**src/rtl/fc_pkg.sv**
```systemverilog
// Shared definitions for the fully-connected layer blocks: FSM state encoding,
// default Q-format and size parameters, and the common round/saturate function.
// Optional feature macro used by this block family: FC_RELU_EN.
package fc_pkg;

  typedef enum logic [2:0] {
    IDLE    = 3'd0,
    LOAD_IN = 3'd1,
    MAC     = 3'd2,
    BIAS    = 3'd3,
    ROUND   = 3'd4,
    OUT     = 3'd5,
    DONE    = 3'd6
  } fc_state_t;

  localparam int FC_DATA_W  = 16;
  localparam int FC_FRAC_W  = 8;
  localparam int FC_NUM_IN  = 5;
  localparam int FC_NUM_OUT = 3;
  localparam int FC_ACC_W   = 40;

  // Width of the internal working value of sat_round; callers sign-extend
  // their accumulator into it so one function serves every ACC_W.
  localparam int FC_WIDE_W  = 128;

  // Round half up at bit frac_w-1, shift right arithmetically by frac_w,
  // then clamp to the signed data_w range. The result is sign-extended to
  // 64 bits; callers keep the low data_w bits.
  function automatic logic signed [63:0] sat_round(
    input logic signed [FC_WIDE_W-1:0] acc,
    input int                          frac_w,
    input int                          data_w
  );
    logic signed [FC_WIDE_W-1:0] half;
    logic signed [FC_WIDE_W-1:0] rnd;
    logic signed [FC_WIDE_W-1:0] hi;
    logic signed [FC_WIDE_W-1:0] lo;
    half = (frac_w > 0) ? (128'sd1 <<< (frac_w - 1)) : 128'sd0;
    rnd  = (acc + half) >>> frac_w;
    hi   = (128'sd1 <<< (data_w - 1)) - 128'sd1;
    lo   = -(128'sd1 <<< (data_w - 1));
    if (rnd > hi) begin
      rnd = hi;
    end else if (rnd < lo) begin
      rnd = lo;
    end
    return 64'(rnd);
  endfunction

endpackage

```
**src/rtl/fc_mac_sat.sv**
```systemverilog
// Signed multiply-accumulate with bias add and a registered round/saturate
// output stage. Defining FC_RELU_EN clamps negative results to zero in the
// same output register, so latency does not change.
module fc_mac_sat import fc_pkg::*; #(
  parameter int DATA_W = FC_DATA_W,
  parameter int FRAC_W = FC_FRAC_W,
  parameter int ACC_W  = FC_ACC_W
) (
  input  logic                     clk,
  input  logic                     rst_n,
  input  logic                     clr,
  input  logic                     acc_en,
  input  logic                     bias_en,
  input  logic                     round_en,
  input  logic signed [DATA_W-1:0] x,
  input  logic signed [DATA_W-1:0] w,
  input  logic signed [DATA_W-1:0] bias,
  output logic signed [DATA_W-1:0] y
);

  logic signed [2*DATA_W-1:0] prod;
  logic signed [ACC_W-1:0]    prod_ext;
  logic signed [ACC_W-1:0]    bias_ext;
  logic signed [ACC_W-1:0]    acc_p0;
  logic signed [63:0]         rs;
  logic signed [DATA_W-1:0]   y_next;
  logic signed [DATA_W-1:0]   res_p1;

  // Full-precision product, then sign extension into the accumulator width;
  // the bias is aligned to the product's 2*FRAC_W fractional point.
  assign prod     = x * w;
  assign prod_ext = ACC_W'(prod);
  assign bias_ext = ACC_W'(bias) <<< FRAC_W;
  assign rs       = sat_round(FC_WIDE_W'(acc_p0), FRAC_W, DATA_W);

  // Output value of the round stage, with optional rectification.
  always_comb begin
    y_next = DATA_W'(rs);
`ifdef FC_RELU_EN
    if (rs < 0) begin
      y_next = '0;
    end
`else
`endif
  end

  // Accumulator and output register; clear takes priority so a new node
  // always starts from zero, and the output only moves in the round stage.
  always_ff @(posedge clk) begin
    if (!rst_n) begin
      acc_p0 <= '0;
      res_p1 <= '0;
    end else begin
      if (clr) begin
        acc_p0 <= '0;
      end else if (acc_en) begin
        acc_p0 <= acc_p0 + prod_ext;
      end else if (bias_en) begin
        acc_p0 <= acc_p0 + bias_ext;
      end
      if (round_en) begin
        res_p1 <= y_next;
      end
    end
  end

  assign y = res_p1;

endmodule

```
**src/rtl/fc_layer_stream.sv**
```systemverilog
// Streaming fully-connected layer: buffers NUM_IN inputs, then for each of the
// NUM_OUT nodes consumes a weight row and a bias through one MAC, rounds,
// saturates and emits one word. Optional ReLU on the output: FC_RELU_EN.
module fc_layer_stream import fc_pkg::*; #(
  parameter int DATA_W  = FC_DATA_W,
  parameter int FRAC_W  = FC_FRAC_W,
  parameter int NUM_IN  = FC_NUM_IN,
  parameter int NUM_OUT = FC_NUM_OUT,
  parameter int ACC_W   = FC_ACC_W
) (
  input  logic              clk,
  input  logic              rst_n,
  input  logic              start,
  output logic              busy,
  output logic              done,
  input  logic              in_valid,
  output logic              in_ready,
  input  logic [DATA_W-1:0] in_data,
  input  logic              w_valid,
  output logic              w_ready,
  input  logic [DATA_W-1:0] w_data,
  input  logic              b_valid,
  output logic              b_ready,
  input  logic [DATA_W-1:0] b_data,
  output logic              out_valid,
  input  logic              out_ready,
  output logic [DATA_W-1:0] out_data
);

  localparam int IW = (NUM_IN  > 1) ? $clog2(NUM_IN)  : 1;
  localparam int OW = (NUM_OUT > 1) ? $clog2(NUM_OUT) : 1;
  localparam logic [IW-1:0] IN_LAST  = IW'(NUM_IN - 1);
  localparam logic [OW-1:0] OUT_LAST = OW'(NUM_OUT - 1);

  fc_state_t                state;
  logic [IW-1:0]            in_cnt;
  logic [OW-1:0]            out_cnt;
  logic signed [DATA_W-1:0] xbuf [NUM_IN];

  logic                     mac_clr;
  logic                     mac_acc_en;
  logic                     mac_bias_en;
  logic                     mac_round_en;
  logic signed [DATA_W-1:0] x_sel;
  logic signed [DATA_W-1:0] w_s;
  logic signed [DATA_W-1:0] b_s;
  logic signed [DATA_W-1:0] mac_y;

  // Datapath controls follow the handshakes directly so stalls hold the
  // accumulator; it is cleared at pass start and after each emitted node.
  assign mac_clr      = ((state == IDLE) && start) || ((state == OUT) && out_ready);
  assign mac_acc_en   = w_ready && w_valid;
  assign mac_bias_en  = b_ready && b_valid;
  assign mac_round_en = (state == ROUND);
  assign x_sel        = xbuf[in_cnt];
  assign w_s          = w_data;
  assign b_s          = b_data;

  fc_mac_sat #(
    .DATA_W (DATA_W),
    .FRAC_W (FRAC_W),
    .ACC_W  (ACC_W)
  ) u_mac (
    .clk      (clk),
    .rst_n    (rst_n),
    .clr      (mac_clr),
    .acc_en   (mac_acc_en),
    .bias_en  (mac_bias_en),
    .round_en (mac_round_en),
    .x        (x_sel),
    .w        (w_s),
    .bias     (b_s),
    .y        (mac_y)
  );

  assign out_data = mac_y;

  // Layer sequencer: state, node/input counters, input buffer and all
  // registered handshake/status outputs, updated together on each transition.
  always_ff @(posedge clk) begin
    if (!rst_n) begin
      state     <= IDLE;
      in_cnt    <= '0;
      out_cnt   <= '0;
      busy      <= 1'b0;
      done      <= 1'b0;
      in_ready  <= 1'b0;
      w_ready   <= 1'b0;
      b_ready   <= 1'b0;
      out_valid <= 1'b0;
      for (int i = 0; i < NUM_IN; i++) begin
        xbuf[i] <= '0;
      end
    end else begin
      done <= 1'b0;
      case (state)
        IDLE: begin
          if (start) begin
            state    <= LOAD_IN;
            busy     <= 1'b1;
            in_ready <= 1'b1;
            in_cnt   <= '0;
            out_cnt  <= '0;
          end
        end
        LOAD_IN: begin
          if (in_valid) begin
            xbuf[in_cnt] <= in_data;
            if (in_cnt == IN_LAST) begin
              in_cnt   <= '0;
              in_ready <= 1'b0;
              w_ready  <= 1'b1;
              state    <= MAC;
            end else begin
              in_cnt <= in_cnt + 1'b1;
            end
          end
        end
        MAC: begin
          if (w_valid) begin
            if (in_cnt == IN_LAST) begin
              in_cnt  <= '0;
              w_ready <= 1'b0;
              b_ready <= 1'b1;
              state   <= BIAS;
            end else begin
              in_cnt <= in_cnt + 1'b1;
            end
          end
        end
        BIAS: begin
          if (b_valid) begin
            b_ready <= 1'b0;
            state   <= ROUND;
          end
        end
        ROUND: begin
          out_valid <= 1'b1;
          state     <= OUT;
        end
        OUT: begin
          if (out_ready) begin
            out_valid <= 1'b0;
            if (out_cnt == OUT_LAST) begin
              out_cnt <= '0;
              done    <= 1'b1;
              state   <= DONE;
            end else begin
              out_cnt <= out_cnt + 1'b1;
              w_ready <= 1'b1;
              state   <= MAC;
            end
          end
        end
        DONE: begin
          busy  <= 1'b0;
          state <= IDLE;
        end
        default: begin
          busy      <= 1'b0;
          in_ready  <= 1'b0;
          w_ready   <= 1'b0;
          b_ready   <= 1'b0;
          out_valid <= 1'b0;
          state     <= IDLE;
        end
      endcase
    end
  end

endmodule

```
**config.mk**
```make
export PLATFORM = sky130hd
export DESIGN_NAME = fc_layer_stream
export DESIGN_NICKNAME = d
export VERILOG_FILES = /design/src/rtl/fc_pkg.sv /design/src/rtl/fc_mac_sat.sv /design/src/rtl/fc_layer_stream.sv
export SDC_FILE = /design/constraint.sdc
export NUM_CORES = 1
export LEC_CHECK = 0
export ABC_AREA = 1
export ABC_CLOCK_PERIOD_IN_PS = 8500
export BUFFER_PORTS_ARGS = -buffer_cell sky130_fd_sc_hd__buf_2
export CORE_MARGIN = 2
export CORE_UTILIZATION = 55
export CTS_BUF_LIST = sky130_fd_sc_hd__clkbuf_4 sky130_fd_sc_hd__clkbuf_8 sky130_fd_sc_hd__clkbuf_16
export CTS_CLUSTER_SIZE = 8
export DETAILED_ROUTE_END_ITERATION = 8
export PLACE_DENSITY_LB_ADDON = 0.15
export SYNTH_ARGS = -nofsm -noshare
export SYNTH_HDL_FRONTEND = slang
export SYNTH_SLANG_ARGS = --single-unit
```
**constraint.sdc**
```tcl
create_clock -name clk -period 8.5 [get_ports clk]
set_input_delay 0 -clock clk [delete_from_list [all_inputs] [get_ports clk]]
set_output_delay 0 -clock clk [all_outputs]
set_load 0.1 [all_outputs]
```
==> reports/metrics.yaml <==
timing:
  finalSetupTns_ns: 0
  maxSlewHeadroom_pct: 28.71
  finalClockSkew_ns: 0.03639
  max_freq_mhz: 129.6
  grt_setup_unrepaired: "no"
  worstMarginPinSlew_ns: 1.066
  period_needed_ns: 7.716
  finalCritPeriodShare_pct: 90.78
  slew_viol_final: 0
  final-setup-viol-count: 0
  timing_hold_violations_final: 0
cts:
  cts-root-buf: "clkbuf_16"
  cts_buffer_depth: 3
  cts_buffers: 29
  clock_sinks: 201
  insertion_delay_ns: 0.57
  post_cts_buffers: 0
  cts_tree: "built"
  clkTransAtPathRegs_ns: 0.06
  ctsHtreeMaxLevel: 1
routing:
  drt_pass1_iterations: 6
  routedWlPerCell_microns: 20.12
  drc: 0
  num_vias: 21050
  routed_wl_microns: 75060
  via_per_inst: 5.644
  drtAntennaViolNets: 0
  drtIter0Drc: 1758
synth:
  synth_most_common_cell: "inv_1"
  yosys.area.top_type: "fa_1"
  ys_types: 44
  syn_area_per_cell_sq_um: 7.981
  synthesis.area_sq_um: 24250
  syn_nets: 3575
  synth_top_area_share_pct: 27.32
  synthCells: 3039
  yosys_warnings: 0
  ys_seq_elements: 201
  synthTopCellsByCount: "inv_1, nand2_1, nor2_1"
  synth_flop_cell: "edfxtp_1"
  ys_seq_area_share_pct: 21.87
  synth_edf_count: 128
  async_flop_share_pct: 0
  synth.area.top_cells: "fa_1, edfxtp_1, inv_1"
grt:
  grt_overflow_total: 0
  grt_pass1_vias: 21820
  grt_usage_pct: 33.76
  antenna_found_initial: 2
  grt_pass1_wl_microns: 120100
  grt_max_degree: 47
layout:
  finalNetCount: 3664
  drive_above_1_share_pct: 6.361
  syn_to_final_growth_pct: 9.069
  fill_cells: 3893
floorplan:
  initial_utilization_pct: 56.06
  die_y_microns: 214.0
  coreArea_sq_um: 43270
  fp.dieW_microns: 214.0
  ioPinCount: 77
  row_count: 76
  die_area_sq_um: 45790
critical_path:
  startpoint_type: "register"
  critPathMaxFanout: 32
  slowest_delay_ns: 0.81
  critPathKind: "register to register"
  worstPathRequired_ns: 9.00
  crit_family: "adder cells"
  cp_slowest_cell: "fa_1"
  arrival_ns: 8.21
  worst-path-buf-inv: 7
  endpoint_kind: "register"
status:
  outcome: "finished clean"
worst_hold_path:
  hold_path.class: "primary input to register"
job:
  maxCapViolations: 0
placement:
  gp_congestion: 0.9748
  dp_hpwl_microns: 59290
  portBuffers: 76
-- path summary, 6_finish.rpt --
check | startpoint | to | slack [ns] | cells after the start
hold / removal | w_valid | b_ready | 0.03 | 6
hold reg to reg | out_valid | out_valid | 0.46 | 2
setup reg to reg | register | u_mac.acc_p0[38] | 0.78 | 28
setup / recovery | register | u_mac.acc_p0[38] | 0.78 | 28
-- worst reg2reg max path, delay by kind of cell, from the launching register on --
kind	cells	cell delay, ns
adder cells (fa/ha/maj)	7	3.98
AND/OR/NAND/NOR	11	2.01
buffers and inverters	7	0.96
AO/OA/AOI/OAI	3	0.38
flip-flops	1	0.35
-- cell usage in the layout, fill, tap and decap left out, types with 4 or more instances in the layout --
cell,instances
clkbuf_4,15
nor2_2,9
edfxtp_1,128
a21oi_1,144
buf_2,76
nand2_1,525
a21oi_2,10
nand2_2,7
nand4_1,21
nor3_1,18
nand3_1,109
dlygate4sd3_1,20
o21a_1,4
buf_4,31
mux2i_1,30
o211ai_1,9
o21bai_1,11
or2_2,4
a211oi_1,4
nor2_1,471
a21o_1,10
nor2_4,7
a21boi_0,7
clkinv_1,10
fa_1,330
clkbuf_16,29
dfxtp_1,71
xor2_1,21
o221ai_1,31
ha_1,150
inv_1,614
o21ai_0,155
nand3b_1,10
nor4_1,5
a31oi_1,13
xnor2_1,17
-- what timing repair did --
action | in CTS | in global routing
hold endpoints to repair | 152 | 0
hold buffers | 20 | 0
resized for setup | 0 | 0
-- flip-flops by register name, indices dropped and copies added, names as in the netlist, named ones only --
signal,count
b_ready,1
busy,1
done,1
in_cnt,3
in_ready,1
out_cnt,2
out_valid,1
state,3
u_mac.acc_p0,40
u_mac.y,16
w_ready,1
xbuf,128
-- layer usage --
layer  vias to the layer above  share of wire [%]  global-route usage (%)  wire length [microns]
met1                     10250                 42                   46.26                  31470
met5                         -                  0                       0                      0
met3                       166                8.3                   5.197                   6254
li1                       9708                  -                       -                      -
met4                         0                4.0                   12.56                   2988
met2                       928                 46                   54.49                  34350
-- metrics by stage --
step / std cells / hold slack, ns / setup slack [ns] / cell area, sq um / utilization, %
after detailed placement: 3662 / 0.2185 / 0.8065 / 25350 / 58.59
after floorplan: 3039 / 0.09887 / 1.646 / 24250 / -
after global routing: 3729 / 0.07507 / 0.06282 / 26450 / 61.13
after global placement: 3662 / 0.2108 / 1.051 / 25350 / 58.59
final: 3730 / 0.03404 / 0.7835 / 26450 / 61.14
after CTS: 3729 / 0.006355 / 0.7897 / 26450 / 61.13
-- cell families (layout without fill, tap and decap cells) --
family | count (synthesis) | in the layout | share of synthesized area, %
simple gates | 1193 | 1193 | 20.09
buf+inv | 694 | 799 | 10.84
fa+ha+maj | 481 | 481 | 35.06
compound gates | 402 | 402 | 9.518
flops | 201 | 201 | 21.87
xor+xnor | 38 | 38 | 1.372
mux | 30 | 30 | 1.238
other cells | 0 | 1 | 0
-- final cells by class --
cell class / instances / area [sq um] / area share [%]
Inverter: 625 / 2346 / 8.869
Antenna cell: 1 / 2.502 / 0.009460
Timing Repair Buffer: 127 / 813.3 / 3.074
Sequential cell: 201 / 5308 / 20.06
Tap cell: 585 / 732.0 / 2.767
Clock buffer: 45 / 852.1 / 3.221
Multi-Input combinational cell: 2144 / 16350 / 61.81
Clock inverter: 2 / 50.05 / 0.1892
Power is left out: the tool's default activity adds up to more than one toggle a clock period on the data nets, which glitch-free logic cannot reach.
